File: src/rtl/rr_slot_scheduler_pkg.sv
// Shared definitions for the round-robin slot scheduler: state encodings,
// requester count, pointer width and the rotating priority search.
package rr_slot_scheduler_pkg;

    localparam int NREQ  = 4;
    localparam int PTR_W = 2;

    typedef enum logic [1:0] {
        ST_IDLE  = 2'b00,
        ST_GRANT = 2'b01,
        ST_GAP   = 2'b10
    } state_t;

    typedef struct packed {
        logic             found;
        logic [PTR_W-1:0] id;
    } winner_t;

    // Rotating priority search starting at ptr. Offsets are scanned from the
    // highest down so the lowest offset with a request is the last write.
    function automatic winner_t find_winner(input logic [NREQ-1:0]  req,
                                            input logic [PTR_W-1:0] ptr);
        winner_t          w;
        logic [PTR_W-1:0] idx;
        w.found = 1'b0;
        w.id    = ptr;
        for (int i = NREQ - 1; i >= 0; i--) begin
            idx = ptr + PTR_W'(i);
            if (req[idx]) begin
                w.found = 1'b1;
                w.id    = idx;
            end else begin
                w = w;
            end
        end
        return w;
    endfunction

    // One-hot decode of a requester index.
    function automatic logic [NREQ-1:0] onehot(input logic [PTR_W-1:0] id);
        logic [NREQ-1:0] one;
        one = 4'b0001;
        return one << id;
    endfunction

endpackage

File: src/rtl/rr_slot_scheduler_ptr_counter.sv
// Round-robin priority pointer: 2-bit wrapping register that jumps to the
// slot just after the requester that was released.
module rr_ptr_counter
    import rr_slot_scheduler_pkg::*;
(
    input  logic             clk,
    input  logic             reset,
    input  logic             load_en,
    input  logic [PTR_W-1:0] load_val,
    output logic [PTR_W-1:0] ptr
);

    logic [PTR_W-1:0] ptr_r;

    // Pointer register: on release, point one past the old owner (3 wraps to 0).
    always_ff @(posedge clk or negedge reset) begin
        if (!reset) begin
            ptr_r <= 2'd0;
        end else if (load_en) begin
            ptr_r <= load_val + 2'd1;
        end else begin
            ptr_r <= ptr_r;
        end
    end

    assign ptr = ptr_r;

endmodule

File: src/rtl/rr_slot_scheduler.sv
// Round-robin scheduler sharing one resource among four requesters. Each
// grant lasts until the owner drops its request or MAX_SLOT cycles elapse,
// and is always followed by a single dead GAP cycle.
module rr_slot_scheduler
    import rr_slot_scheduler_pkg::*;
#(
    parameter int MAX_SLOT = 8,
    parameter int SLOT_W   = 4
)
(
    input  logic             clk,
    input  logic             reset,
    input  logic             enable,
    input  logic [NREQ-1:0]  req,
    output logic [NREQ-1:0]  grant,
    output logic [PTR_W-1:0] grant_id,
    output logic             grant_valid,
    output logic             timeout,
    output logic             busy
);

    localparam logic [SLOT_W-1:0] SLOT_LAST = SLOT_W'(MAX_SLOT - 1);

    state_t            state_r;
    state_t            next_state_s;
    logic [SLOT_W-1:0] slot_cnt_r;
    logic [NREQ-1:0]   grant_r;
    logic [PTR_W-1:0]  grant_id_r;
    logic              grant_valid_r;
    logic              timeout_r;
    logic              busy_r;

    logic [PTR_W-1:0]  ptr_s;
    logic              ptr_load_s;
    logic              start_s;
    logic              expire_s;
    winner_t           winner_s;

    assign winner_s = find_winner(req, ptr_s);

    rr_ptr_counter u_ptr (
        .clk      (clk),
        .reset    (reset),
        .load_en  (ptr_load_s),
        .load_val (grant_id_r),
        .ptr      (ptr_s)
    );

    // Next-state logic: start a grant from IDLE/GAP, release on drop or expiry.
    always_comb begin
        next_state_s = ST_IDLE;
        ptr_load_s   = 1'b0;
        start_s      = 1'b0;
        expire_s     = 1'b0;
        case (state_r)
            ST_IDLE, ST_GAP: begin
                if (enable && winner_s.found) begin
                    next_state_s = ST_GRANT;
                    start_s      = 1'b1;
                end else begin
                    next_state_s = ST_IDLE;
                end
            end
            ST_GRANT: begin
                if (!req[grant_id_r]) begin
                    // Owner let go; a drop on the expiry edge is still a normal release.
                    next_state_s = ST_GAP;
                    ptr_load_s   = 1'b1;
                end else if (slot_cnt_r == SLOT_LAST) begin
                    next_state_s = ST_GAP;
                    ptr_load_s   = 1'b1;
                    expire_s     = 1'b1;
                end else begin
                    next_state_s = ST_GRANT;
                end
            end
            default: begin
                next_state_s = ST_IDLE;
            end
        endcase
    end

    // State register.
    always_ff @(posedge clk or negedge reset) begin
        if (!reset) begin
            state_r <= ST_IDLE;
        end else begin
            state_r <= next_state_s;
        end
    end

    // Registered outputs and slot counter, all aligned with the state register.
    always_ff @(posedge clk or negedge reset) begin
        if (!reset) begin
            slot_cnt_r    <= {SLOT_W{1'b0}};
            grant_r       <= 4'b0000;
            grant_id_r    <= 2'd0;
            grant_valid_r <= 1'b0;
            timeout_r     <= 1'b0;
            busy_r        <= 1'b0;
        end else begin
            timeout_r     <= expire_s;
            busy_r        <= (next_state_s != ST_IDLE);
            grant_valid_r <= (next_state_s == ST_GRANT);
            if (start_s) begin
                slot_cnt_r <= {SLOT_W{1'b0}};
                grant_r    <= onehot(winner_s.id);
                grant_id_r <= winner_s.id;
            end else if (next_state_s == ST_GRANT) begin
                slot_cnt_r <= slot_cnt_r + SLOT_W'(1);
                grant_r    <= grant_r;
                grant_id_r <= grant_id_r;
            end else begin
                slot_cnt_r <= slot_cnt_r;
                grant_r    <= 4'b0000;
                grant_id_r <= grant_id_r;
            end
        end
    end

    assign grant       = grant_r;
    assign grant_id    = grant_id_r;
    assign grant_valid = grant_valid_r;
    assign timeout     = timeout_r;
    assign busy        = busy_r;

endmodule

File: config.mk
export PLATFORM = sky130hd
export DESIGN_NAME = rr_slot_scheduler
export DESIGN_NICKNAME = d
export VERILOG_FILES = /design/src/rtl/rr_slot_scheduler_pkg.sv /design/src/rtl/rr_slot_scheduler_ptr_counter.sv /design/src/rtl/rr_slot_scheduler.sv
export SDC_FILE = /design/constraint.sdc
export NUM_CORES = 1
export LEC_CHECK = 0
export CAP_MARGIN = 10
export CORE_MARGIN = 2
export CORE_UTILIZATION = 63
export CTS_CLUSTER_SIZE = 30
export DETAILED_ROUTE_END_ITERATION = 10
export DONT_BUFFER_PORTS = 1
export HOLD_SLACK_MARGIN = 0.03
export MAX_ROUTING_LAYER = met4
export PLACE_DENSITY = 0.78
export SYNTH_ARGS = -nofsm -noshare
export SYNTH_HDL_FRONTEND = slang
export SYNTH_SLANG_ARGS = --single-unit
export TNS_END_PERCENT = 10
File: constraint.sdc
create_clock -name clk -period 3.1 [get_ports clk]
set_input_delay 0.465 -clock clk [delete_from_list [all_inputs] [get_ports clk]]
set_output_delay 0.465 -clock clk [all_outputs]
set_load 0.1 [all_outputs]
After elaboration in Yosys (flattened, before gate mapping)
Cells that the tools add are included.
{ "classes": {"addsub": 5, "magnitude_cmp": 5, "eq_ne": 5, "n_shift": 1, "mux": 29, "n_reduce_logical": 5} }
{ "ops": {"columns": ["cell", "count"], "rows": [
  ["4-bit two-way mux", 4],
  ["2-bit by 3-bit < comparator with 1-bit output (second input constant)", 5],
  ["1-bit two-way mux", 13],
  ["3-bit two-way mux", 4],
  ["1-bit binary-select mux with 2-bit select", 5],
  ["2-bit by 1-bit adder with 2-bit output (second input constant)", 2],
  ["2-bit adder (second input constant)", 2],
  ["4-bit by 1-bit adder with 4-bit output (second input constant)", 1],
  ["2-bit by 1-bit == test with 1-bit output (second input constant)", 2],
  ["4-bit by 3-bit == test with 1-bit output (second input constant)", 1],
  ["2-bit two-way mux", 2],
  ["2-bit one-hot mux with 2 select lines", 1],
  ["2-bit nonzero test", 2],
  ["1-bit by 2-bit << shifter with 4-bit output (first input constant)", 1],
  ["2-bit == test (second input constant)", 1],
  ["2-bit logical NOT", 1],
  ["2-bit inequality test (second input constant)", 1],
  ["2-bit OR reduction", 1],
  ["1-bit logical AND", 1]
]} }
{ "word_totals": {"ff_bits": 17, "inputBits": 7} }

Longest topological paths before layout
Gate-level depths: netlist of the first run.
{ "logic_depth": {"ltp_word": 13, "mapped_depth": 6} }

Hierarchy
A second synthesis of the first run with hierarchy kept.
{ "hier_totals": {"cells_unflattened": 76, "hier_area_um2": 820.8} }
{ "by_module_without_submodules": {"columns": ["module", "n_inst", "cells_each", "area_each_um2"], "rows": [
  ["rr_slot_scheduler", 1, 69, 739.5],
  ["rr_ptr_counter", 1, 7, 81.3]
]} }

Least setup slack after synthesis of the first run
OpenSTA, ideal clock, no wires.
{ "synth_timing": {"path_kind": "reg2reg", "start": "reg grant_id_r[1] (netlist: grant_id[1])", "end": "reg grant_r[0] (netlist: grant[0])", "t_arrival_ps": 2108, "required_time_ps": 2977, "slack_ps": 869, "path_stages_with_launch": 5, "period_less_slack_ps": 2231, "cell_sequence": "dfrtp_1 mux4_2 and3_1 buf_6 a32o_1"} }
{ "synth_between": {"elab_chain_len": 6} }
{ "synth_lines": {"columns": ["element", "line_no", "rtl"], "rows": [
  ["start: declaration", "rr_slot_scheduler.sv:28", "logic [PTR_W-1:0] grant_id_r;"],
  ["start signal: assignment", "rr_slot_scheduler.sv:108", "grant_id_r <= winner_s.id;"],
  ["start signal: assignment", "rr_slot_scheduler.sv:112", "grant_id_r <= grant_id_r;"],
  ["start signal: assignment", "rr_slot_scheduler.sv:116", "grant_id_r <= grant_id_r;"],
  ["1-bit binary-select mux with 2-bit select", "rr_slot_scheduler.sv:65", "if (!req[grant_id_r]) begin"],
  ["1-bit two-way mux (implied by the code)", "rr_slot_scheduler.sv:65", null],
  ["2-bit two-way mux", "rr_slot_scheduler.sv:65", null],
  ["2-bit one-hot mux with 2 select lines", "rr_slot_scheduler.sv:55", "case (state_r)"],
  ["2-bit by 1-bit == test with 1-bit output", "rr_slot_scheduler.sv:109", "end else if (next_state_s == ST_GRANT) begin"],
  ["2-bit inequality test (no source line)", null, null],
  ["end signal: assignment", "rr_slot_scheduler.sv:107", "grant_r <= onehot(winner_s.id);"],
  ["end signal: assignment", "rr_slot_scheduler.sv:111", "grant_r <= grant_r;"],
  ["end: declaration", "rr_slot_scheduler.sv:27", "logic [NREQ-1:0] grant_r;"]
]} }
Every way passes these cells. The select of a mux whose other input is x is not followed.
A chain may end at the register's enable or synchronous reset.

Worst setup path in the final report of the first run
{ "layout_timing": {"start": "reg grant_id_r[1] (netlist: grant_id[1])", "end": "reg slot_cnt_r[2]"} }
{ "layout_between": {"elab_chain_len": 6} }
{ "layout_lines": {"columns": ["element", "line_no", "rtl"], "rows": [
  ["1-bit binary-select mux with 2-bit select", "rr_slot_scheduler.sv:65", null],
  ["1-bit two-way mux (implied by the code)", "rr_slot_scheduler.sv:65", null],
  ["2-bit two-way mux", "rr_slot_scheduler.sv:65", null],
  ["2-bit one-hot mux with 2 select lines", "rr_slot_scheduler.sv:55", null],
  ["2-bit by 1-bit == test with 1-bit output", "rr_slot_scheduler.sv:109", null],
  ["2-bit nonzero test (no source line)", null, null],
  ["end signal: assignment", "rr_slot_scheduler.sv:106", "slot_cnt_r <= {SLOT_W{1'b0}};"],
  ["end signal: assignment", "rr_slot_scheduler.sv:110", "slot_cnt_r <= slot_cnt_r + SLOT_W'(1);"],
  ["end signal: assignment", "rr_slot_scheduler.sv:114", "slot_cnt_r <= slot_cnt_r;"],
  ["end: declaration", "rr_slot_scheduler.sv:26", "logic [SLOT_W-1:0] slot_cnt_r;"]
]} }
Every way passes these cells. The select of a mux whose other input is x is not followed.

==> results of run 1 <==
[synthesized netlist by cell type (2+ instances only)]
cell / number / area, µm²
o22ai_1: 2 / 12.51
a32o_1: 2 / 20.02
o31ai_1: 3 / 22.52
buf_6: 2 / 22.52
a21oi_1: 3 / 15.01
nand2b_1: 2 / 12.51
and3_1: 2 / 12.51
dfrtp_1: 17 / 425.4
nand2_1: 14 / 52.55
nor2_1: 3 / 11.26
o21ai_0: 3 / 15.01
inv_1: 4 / 15.01
nand3_1: 2 / 10.01
nor2b_1: 2 / 12.51
[worst paths after layout]
| kind | from | end | slack [ps] | cells after the start |
|---|---|---|---|---|
| worst max register to register | grant_id[1]$_DFFE_PN0P_ | slot_cnt_r[2]$_DFFE_PN0P_ | 1200 | 5 |
| worst min-delay path | req[3] | grant[1]$_DFFE_PN0P_ | 430 | 2 |
| max in group asynchronous | reset | slot_cnt_r[0]$_DFFE_PN0P_ | 1970 | 1 |
| worst min register to register | slot_cnt_r[3]$_DFFE_PN0P_ | slot_cnt_r[3]$_DFFE_PN0P_ | 480 | 1 |
| worst max-delay path | grant_id[1]$_DFFE_PN0P_ | slot_cnt_r[2]$_DFFE_PN0P_ | 1200 | 5 |
| min in group asynchronous | reset | state_r[1]$_DFF_PN0_ | 670 | 1 |
[state kept, by name, summed over array words and instances (netlist names)]
signal	cells
timeout	1
u_ptr.ptr	2
state_r	2
slot_cnt_r	4
grant	4
grant_valid	1
grant_id	2
busy	1
[metrics by stage]
stage               cells  hold slack (ps)  cell area (µm²)  setup WS, ps    util
floorplan              78            169.4            832.0         869.3       -
detailed placement     93            169.8            843.3          1216  0.6647
global route           98            448.2            879.6          1082  0.6933
global placement       93            169.8            843.3          1254  0.6647
CTS                    98            434.3            879.6          1193  0.6933
finish                 98            432.3            879.6          1199  0.6933
[kinds of logic (layout without fill, tap and decap cells)]
| logic type | count (synthesis) | after routing | synth area share |
|---|---|---|---|
| buffers and inverters | 6 | 11 | 0.04511 |
| multiplexers | 2 | 2 | 0.03910 |
| XOR/XNOR | 1 | 1 | 0.01053 |
| AO/OA/AOI/OAI | 20 | 20 | 0.1699 |
| AND/OR/NAND/NOR | 31 | 31 | 0.2090 |
| flip-flops | 17 | 17 | 0.5113 |
| adder cells (fa/ha/maj) | 1 | 1 | 0.01504 |
[cell type report]
class / count / area (µm²)
tap: 15 / 18.77
timing repair buffer: 3 / 25.02
inverter: 4 / 15.01
multi-input combinational: 55 / 369.1
sequential: 17 / 425.4
clock buffer: 4 / 26.28
fill: 95 / 389.1
[worst max-delay path, stage by stage, from the launching register on]
cell	delay (ps)
dfrtp_1	330
buf_4	310
mux4_2	600
and3_1	290
nand2_1	120
mux2i_1	170
[layer usage]
layer | routed length, µm | up-vias | GRT usage
li1 | - | 291 | -
met1 | 631 | 280 | 0.2698
met2 | 678 | 21 | 0.3016
met3 | 88 | 2 | 0.06111
met4 | 10 | 0 | 0.1000
met5 | 0 | - | -
==> metrics.cfg, run 1 <==
[route]
wirelength_um=1410
dr.pass1.iters=4
wl_per_cell_um=14.39
drcViolationCount=0
vias=594
routed_via_density=6.061
drtIter0Drc=8
drtAntennaViolNets=0

[clocking]
htree_levels=1
ctsLongestPathBuffers=2
clkSinkCount=17
post_cts_buffers=0
clk_pin_slew_ps=100
tritoncts=built
cts_root_buffer=clkbuf_4
clkLatencyLatePin_ps=280
cts-buffers-inserted=3
ctsResizeCount=0
cts_hold_buf=1

[synthesis]
syn-num-nets=86
ys_ff_latch=17
synth_warnings=0
async_flop_share=1.000
avgSynthCellArea_um2=10.67
ys_seq_area_frac=0.5113
synth_edf_count=0
synthFlopType=dfrtp_1
synth_cells=78
synth.cell_area_um2=832.0
yosysUniqueCellTypes=31

[floorplan]
initial_utilization=0.6558
die_x_um=40.34
die_h_um=40.34
ios=16
fp-row-count=13
coreArea_mm2=0.001269
die_area_mm2=0.001627

[sta]
finalCritPeriodShare=0.6134
maxSlewViolCount=0
rsz0062_at_grt=no
fmax_mhz=525.9
skew_ps=4.938
fin_crit_ps=1901
maxSlewHeadroom=0.3967
hold_viol=0
tightest_slew_ps=904.9
tns_ps=0
setup_viol=0

[global_route]
antenna_found_initial=0
grt_overflow=0
grt_usage=0.2096
grt_pass1_vias=519
grt_pass1_wl_um=2090
grt_max_degree=18

[status]
status=complete, no violations

[finish]
final_common_cell=dfrtp_1
mostFrequentLayoutCells=dfrtp_1 (17), nand2_1 (14), inv_1 (4)
area_growth_pct=5.714
layout-drive-gt1-share=0.1205
layout.nets=92
antennaDiodeCount=0

[worst_setup_path]
worstPathRequired_ps=3310
end_kind=flip-flop
cp_max_fo=9
critPathKind=flip-flop to flip-flop
critPathArrivalTime_ps=2110
start_kind=flip-flop

[flow_run]
cap_viol_max_count=0

[place]
portBuffers=0
gp_congestion=0.6787
dp_hpwl_um=1048

[min_path]
hold_path_class=input pin to flip-flop

Power of run 1 is not shown: default switching activity piles up to over one toggle a cycle in this logic, so the estimate is an artifact.
==> inputs of run 2 (changes only) <==
Settings changed: CORE_UTILIZATION 63 to 53, PLACE_DENSITY 0.78 to 0.7.
Clock period 3.1 ns to 1.5 ns, I/O delays scaled along.
==> run 2 against run 1 <==
Highest routed layer unchanged. Hold slack lost 230 ps. Design area rose by 11%. Via count grew 6.4%. Clock skew shrank 2.3 ps. The flow now finishes with violations (setup timing). Clock-buffer cell count did not move. Global-route usage down 2.1 points. Utilization fell by 3.5 points. Final cell count increased by 10%.
==> metrics.cfg, run 2 (synthesized netlist as in run 1, its figures left out) <==
[status]
status=finished with violations
violations=setup timing

[worst_setup_path]
worstPathRequired_ps=1690  ; -1620 ps
worst-path-stages=3  ; -2
rr_worst_depth=3  ; -2
critPathSlowestCell=mux4_2
critPathMaxStageDelay_ps=570  ; -30 ps
cp_max_fo=5  ; -4
critPathArrivalTime_ps=1720  ; -390 ps
critPathKind=flip-flop to flip-flop
end_kind=flip-flop
path_buf_inv=0  ; -1
crit_chain=mux4_2 -> and3_4 -> a32o_1
crit_family=multiplexers
start_kind=flip-flop

[floorplan]
coreArea_mm2=0.001489  ; +17%
ios=16  ; unchanged
initial_utilization=0.5588  ; -0.09699
die_area_mm2=0.001903  ; +17%
die_h_um=43.62  ; +8.1%
fp-row-count=14  ; +1
die_x_um=43.62  ; +8.1%

[sta]
skew_ps=2.668  ; -2.270 ps
maxSlewHeadroom=0.4043  ; +0.007620
setup_viol=6  ; +6
hold_viol=0  ; unchanged
rsz0062_at_grt=yes
maxSlewViolCount=0  ; unchanged
fin_hold_ws_ps=198.1  ; -234.2 ps
tightest_slew_ps=893.5  ; -11.43 ps
fin_ws_ps=-26.17  ; -1225 ps
fin_crit_ps=1526  ; -375.2 ps
finalCritPeriodShare=1.017  ; +0.4041
fmax_mhz=655.2  ; +25%

[global_route]
grt_overflow=0  ; unchanged
grt_usage=0.1885  ; -0.02113
antenna_found_initial=0  ; unchanged
grt_max_degree=18  ; unchanged
grt_pass1_wl_um=2504  ; +20%
grt_pass1_vias=574  ; +11%

[route]
drtAntennaViolNets=0  ; unchanged
drcViolationCount=0  ; unchanged
routed_via_density=5.852  ; -3.5%
drtIter0Drc=6  ; -2
wl_per_cell_um=14.47  ; +0.59%
vias=632  ; +6.4%
wirelength_um=1563  ; +11%
dr.pass1.iters=4  ; unchanged

[clocking]
clkLatencyLatePin_ps=290  ; about the same
htree_levels=1  ; unchanged
ctsLongestPathBuffers=2  ; unchanged
cts_root_buffer=clkbuf_4
clkSinkCount=17  ; unchanged
clk_pin_slew_ps=100  ; about the same
cts-buffers-inserted=3  ; unchanged
tritoncts=built

[finish]
mostFrequentLayoutCells=dfrtp_1 (14), nand2_1 (13), buf_4 (10), inv_1 (4)
layout.nets=101  ; +9.8%
final_common_cell=dfrtp_1
layout-drive-gt1-share=0.2717  ; +0.1513
num-fill-cells=123  ; +29%
regArea_um2=431.7  ; +1.5%
antennaDiodeCount=0  ; unchanged
multi_input_area_um2=401.6  ; +8.8%
final_area_um2=979.7  ; +11%
area_growth_pct=17.74

[place]
dp_hpwl_um=1102  ; +5.1%
gp_congestion=0.7293  ; +7.5%
portBuffers=0  ; unchanged
placed_area_um2=914.6  ; +8.5%

[power_and_ir_drop]
power.leakage_nw=0.4666
vdd_drop_max_uv=1031
p_per_area_mw_per_mm2=2361

[flow_run]
cap_viol_max_count=0  ; unchanged

[min_path]
hold_path_class=input pin to flip-flop
min_path_cells=2  ; unchanged

run 2: cell count changes in the layout (fill, tap and decap cells not counted), moves of 2 or more:
| cell | previous run | this run |
|---|---|---|
| and3_4 | 0 | 2 |
| buf_4 | 2 | 10 |
| dfrtp_1 | 17 | 14 |
| dfrtp_2 | 0 | 2 |
run 2: path summary, 6_finish.rpt:
kind / startpoint / to / slack [ps]
min reg2reg: slot_cnt_r[3]$_DFFE_PN0P_ / slot_cnt_r[3]$_DFFE_PN0P_ / 480
min: req[3] / grant[1]$_DFFE_PN0P_ / 200
min in group asynchronous: reset / state_r[1]$_DFF_PN0_ / 420
max in group asynchronous: reset / grant_id[1]$_DFFE_PN0P_ / 550
max: grant_id[1]$_DFFE_PN0P_ / grant[0]$_DFFE_PN0P_ / -30
max reg2reg: grant_id[1]$_DFFE_PN0P_ / grant[0]$_DFFE_PN0P_ / -30
run 2: what timing repair did:
action,in CTS,in global routing
buffers inserted,0,0
endpoints found under the setup margin,1,11
hold endpoints to repair,17,0
cloned,1,0
hold buffers,1,0
pin swaps,1,0
gates resized for setup,1,4
run 2: layer usage:
metal,GRT usage,part of all wire,vias to the layer above
li1,-,-,311
met1,0.2439,0.48,301
met2,0.2735,0.44,15
met3,0.05000,0.056,5
met4,0.09091,0.020,0
met5,-,0,-
run 2: worst register-to-register path, delay by kind of cell (launching register included):
kind	cells	cell delay, ps
simple gates	1	230
flops	1	420
mux	1	570
compound gates	1	200
run 2: stage by stage:
stage	utilization	TNS, ps	cells	power, W	worst slack (ps)
after floorplan	-	-2851	78	0.001780	-321.9
after global placement	0.6143	0	102	0.001983	40.32
after detailed placement	0.6143	0	102	0.002001	4.725
after CTS	0.6454	-8.542	108	0.002281	-5.940
after global routing	0.6580	-428.7	108	0.002441	-70.06
final	0.6580	-81.14	108	0.002313	-26.17
run 2: layout make-up:
type,count,area share
repair buffers,11,0.08685
clock buffers,4,0.02682
flip-flops and latches,17,0.4406
inverters,4,0.01533
well taps,16,0.02043
multi-input cells,56,0.4100
run 2: where the power goes:
| part | switching, W | leakage (nW) | internal (W) |
|---|---|---|---|
| sequential | 0.000157 | 0.216 | 0.000619 |
| clock | 0.000147 | 0.0150 | 0.000104 |
| combinational | 0.000908 | 0.236 | 0.000378 |
No activity file was read; power rests on OpenSTA's default activity.
==> inputs of run 3 (changes only) <==
Settings changed: ABC_CLOCK_PERIOD_IN_PS set to 1500, CTS_BUF_LIST set to sky130_fd_sc_hd__clkbuf_16.
==> run 3 against run 2 <==
The flow still finishes with violations (setup timing). Register-to-register slack barely moved. First-iteration DRC count grew to 2.8 times the previous value. Via count is 3.6% higher. Sequential power rose by 0.5%. Highest routed layer unchanged.
==> metrics.cfg, run 3 (synthesized netlist as in run 1, its figures left out) <==
[status]
status=finished with violations
violations=setup timing

[route]
drcViolationCount=0  ; unchanged
wirelength_um=1765  ; +13%
dr.pass1.iters=6  ; +2
wl_per_cell_um=16.34  ; +13%
drtAntennaViolNets=0  ; unchanged
routed_via_density=6.065  ; +3.6%
drtIter0Drc=17  ; +11
vias=655  ; +3.6%

[place]
placed_area_um2=914.6  ; unchanged
dp_cells=102  ; unchanged
dp_hpwl_um=1102  ; unchanged
portBuffers=0  ; unchanged
gp_congestion=0.7293  ; unchanged

[worst_setup_path]
critPathKind=flip-flop to flip-flop
critPathMaxStageDelay_ps=570  ; about the same
start_kind=flip-flop
worstPathRequired_ps=1630  ; -60 ps
crit_family=multiplexers
r2r-start=grant_id[1]$_DFFE_PN0P_
critPathArrivalTime_ps=1660  ; -60 ps
crit_chain=mux4_2 -> and3_4 -> a32o_1
cp_max_fo=5  ; unchanged
crit_path_start=grant_id[1]$_DFFE_PN0P_
critPathSlowestCell=mux4_2
end_kind=flip-flop
path_buf_inv=0  ; unchanged

[clocking]
htree_levels=1  ; unchanged
clkSinkCount=17  ; unchanged
tritoncts=built
cts_root_buffer=clkbuf_16
clkLatencyLatePin_ps=250  ; -40 ps
cts-buffers-inserted=3  ; unchanged
clk_pin_slew_ps=50  ; -50 ps
ctsLongestPathBuffers=2  ; unchanged

[finish]
antennaDiodeCount=0  ; unchanged
fin_cells=108  ; unchanged
final_area_mm2=0.001037  ; +5.9%
num-fill-cells=119  ; -3.3%
area_growth_pct=24.66
final_common_cell=dfrtp_1
layout-drive-gt1-share=0.2826  ; +0.01087
mostFrequentLayoutCells=dfrtp_1 (15), nand2_1 (13), buf_4 (10), inv_1 (5)
layout.nets=101  ; unchanged

[global_route]
grt_pass1_vias=597  ; +4.0%
grt_max_degree=18  ; unchanged
antenna_found_initial=0  ; unchanged
grt_pass1_wl_um=2670  ; +6.6%
grt_usage=0.2038  ; +0.01526
grt_overflow=0  ; unchanged

[sta]
tightest_slew_ps=893.0  ; -0.4972 ps
rsz0062_at_grt=yes
fin_ws_ps=-21.69  ; +4.478 ps
hold_viol=0  ; unchanged
maxSlewViolCount=0  ; unchanged
tns_ps=-73.65  ; +7.485 ps
fin_crit_ps=1522  ; -4.478 ps
fmax_mhz=657.2  ; +0.29%
setup_viol=4  ; -2
skew_ps=1.661  ; -1.008 ps
finalCritPeriodShare=1.014  ; -0.002986
maxSlewHeadroom=0.4047  ; about the same

[power_and_ir_drop]
vdd_drop_max_uv=1395  ; +35%
power.leakage_nw=0.5000  ; +7.2%
p_int_w=0.001344  ; +22%
p_switching_w=0.001258  ; +3.8%
p_per_area_mw_per_mm2=2509  ; +6.3%
pwr-share-comb=0.499  ; -0.057
p_clk_frac=0.202  ; +0.094
switching_share=0.4834  ; -0.04072
p_seq_frac=0.300  ; -0.036

[floorplan]
die_area_mm2=0.001903  ; unchanged
ios=16  ; unchanged
die_x_um=43.62  ; unchanged
die_h_um=43.62  ; unchanged
fp-row-count=14  ; unchanged
coreArea_mm2=0.001489  ; unchanged
initial_utilization=0.5588  ; unchanged

[min_path]
hold_path_class=input pin to flip-flop
min_from=req[3]

[flow_run]
cap_viol_max_count=0  ; unchanged

[run 3: cell type report]
cell class                 count  area, µm²  share of cell area
tap                           16      20.02             0.01930
timing repair buffer          11      85.08             0.08203
inverter                       4      15.01             0.01448
multi-input combinational     56      407.9              0.3932
sequential                    17      430.4              0.4150
clock inverter                 1      3.754            0.003619
clock buffer                   3      75.07             0.07238
[run 3: per-layer routing]
metal	routed length [µm]	track usage
met1	817	0.2602
met2	832	0.2971
met3	89	0.05000
met4	25	0.1091
met5	0	-
[run 3: what timing repair did]
action | in CTS | in global routing
endpoints found under the hold margin | 17 | 0
hold buffers | 1 | 0
setup endpoints to repair | 2 | 12
pin swaps | 0 | 1
setup buffers | 0 | 0
resized for setup | 1 | 4
gates cloned | 1 | 0
[run 3: worst paths after layout]
path                                              to  slack (ps)  cells past startpoint
max in group asynchronous    grant_id[1]$_DFFE_PN0P_         460                      1
min reg2reg                slot_cnt_r[3]$_DFFE_PN0P_         490                      1
max reg2reg                     grant[0]$_DFFE_PN0P_         -20                      3
min in group asynchronous             busy$_DFF_PN0_         490                      1
min                             grant[1]$_DFFE_PN0P_         250                      2
max                             grant[0]$_DFFE_PN0P_         -20                      3
[run 3: power by group through the flow]
stage               Sequential [W]  Clock (W)  Combinational [W]
floorplan                  0.00131          0           0.000466
global placement          0.000781          0            0.00120
detailed placement        0.000784          0            0.00122
CTS                       0.000776   0.000537            0.00126
global route              0.000796   0.000554            0.00138
finish                    0.000780   0.000525            0.00130
[run 3: metrics by stage]
step | worst slack, ps | utilization | hold slack, ps | power (W)
after floorplan | -321.9 | - | -70.59 | 0.001780
after global placement | 40.32 | 0.6143 | -70.20 | 0.001983
after detailed placement | 4.725 | 0.6143 | -70.16 | 0.002001
after CTS | -6.728 | 0.6807 | 248.9 | 0.002574
after global routing | -51.01 | 0.6966 | 287.8 | 0.002728
final | -21.69 | 0.6966 | 249.7 | 0.002602
==> RTL edit: new RTL, settings of run 3 <==
Encoding of `state_t`: now one-hot (3 bits for 3 states).
--- a/src/rtl/rr_slot_scheduler_pkg.sv
+++ b/src/rtl/rr_slot_scheduler_pkg.sv
@@ -5,10 +5,10 @@
     localparam int NREQ  = 4;
     localparam int PTR_W = 2;
 
-    typedef enum logic [1:0] {
-        ST_IDLE  = 2'b00,
-        ST_GRANT = 2'b01,
-        ST_GAP   = 2'b10
+    typedef enum logic [2:0] {
+        ST_IDLE  = 3'b001,
+        ST_GRANT = 3'b010,
+        ST_GAP   = 3'b100
     } state_t;
 
     typedef struct packed {
Check against the original RTL: no difference found for any inputs over 10 cycles, from zero or initial values and one cycle with reset low; not proved beyond that.
==> RTL edit against run 3 <==
The run still ends with setup timing left; sequential cell count grew 1; worst setup slack lost 0.0059 ns; via count grew 0.61%; total power shrank 3.9%; design area grew 5.4%; area after synthesis grew 3.2%; wire length shrank 2.7%; largest power group unchanged.
==> RTL edit: results <==
export IMPL_outcome="finished with violations"
export IMPL_violations="setup timing"
export IMPL_avgSynthCellArea_um2=10.9
export IMPL_rr_endpoint="slot_cnt_r[3]$_DFFE_PN0P_"
export IMPL_synth_xor_area_share_pct=2.04
export IMPL_critPathArrivalTime_ns=1.70
export IMPL_synthAdderAreaFrac_pct=1.46
export IMPL_min_to="grant_valid$_DFF_PN0_"
export IMPL_critPathMaxFanout=8
export IMPL_grt_max_degree=19
export IMPL_nNetsFinal=104
export IMPL_synthTopCellsByCount="17 x dfrtp_1, 12 x nand2_1, 6 x o21ai_0, 5 x nor2b_1, 4 x nand3_1"
export IMPL_syn_nets=87
export IMPL_synth_mux_area_share_pct=3.79
export IMPL_via_per_inst=5.94
export IMPL_wire_per_inst_um=15.5
export IMPL_maxSlewHeadroom_pct=48.1
export IMPL_dpl_cell_area_um2=967
export IMPL_irDropWorstVdd_mv=1.25
export IMPL_pre_cts_ws_ns=-0.0154
export IMPL_gp_congestion=0.752
export IMPL_setup_viol=3
export IMPL_holdWs_ns=0.247
export IMPL_ys_seq_area_share_pct=52.6
export IMPL_regToRegStartpoint="grant_id[0]$_DFFE_PN0P_"
export IMPL_clock_skew_ns=0.000884
export IMPL_hold_start="enable"
export IMPL_synth_area_leaders="dfrtp_1 50%, nand2_1 5.2%, nor2b_1 3.6%"
export IMPL_fin_ws_ns=-0.0276
export IMPL_dp_hpwl_um=1290
==> RTL edit: cells by family (layout without fill, tap and decap cells) <==
group / after synthesis / after routing
simple gates: 34 / 34
flops: 18 / 18
compound gates: 17 / 17
buf+inv: 5 / 21
xor+xnor: 2 / 2
mux: 2 / 2
fa+ha+maj: 1 / 1
==> RTL edit: power by group <==
| part | internal (W) | switching, W |
|---|---|---|
| Clock | 0.000354 | 0.000172 |
| Combinational | 0.000343 | 0.000890 |
| Sequential | 0.000644 | 0.0000970 |
==> RTL edit: worst max-delay path by stage <==
stage                                        from                   endpoint  depth (start not counted)
after floorplan           grant_id[0]$_DFFE_PN0P_       grant[0]$_DFFE_PN0P_                          4
after global placement    grant_id[0]$_DFFE_PN0P_  slot_cnt_r[3]$_DFFE_PN0P_                          4
after detailed placement  grant_id[0]$_DFFE_PN0P_  slot_cnt_r[3]$_DFFE_PN0P_                          4
after CTS                 grant_id[0]$_DFFE_PN0P_  slot_cnt_r[3]$_DFFE_PN0P_                          4
after global routing      grant_id[0]$_DFFE_PN0P_  slot_cnt_r[3]$_DFFE_PN0P_                          4
final                     grant_id[0]$_DFFE_PN0P_  slot_cnt_r[3]$_DFFE_PN0P_                          4
==> RTL edit: timing repair <==
action	in CTS	in global routing
hold endpoints to repair	18	0
gates resized for setup	1	6
endpoints found under the setup margin	4	12
hold buffers	1	0
buffers inserted	0	0
==> RTL edit: per-layer routing <==
layer / global-route usage (%) / share of wire (%)
met1: 24.8 / 43
met2: 35.0 / 51
met5: - / 0
met3: 5.31 / 4.7
met4: 8.48 / 1.4
==> RTL edit: final cells by class <==
class | count | share of cell area [%]
clock buffer | 3 | 6.86
clock inverter | 1 | 0.343
inverter | 3 | 1.03
multi-input combinational | 56 | 38.3
sequential | 18 | 41.8
tap | 16 | 1.83
timing repair buffer | 14 | 9.84
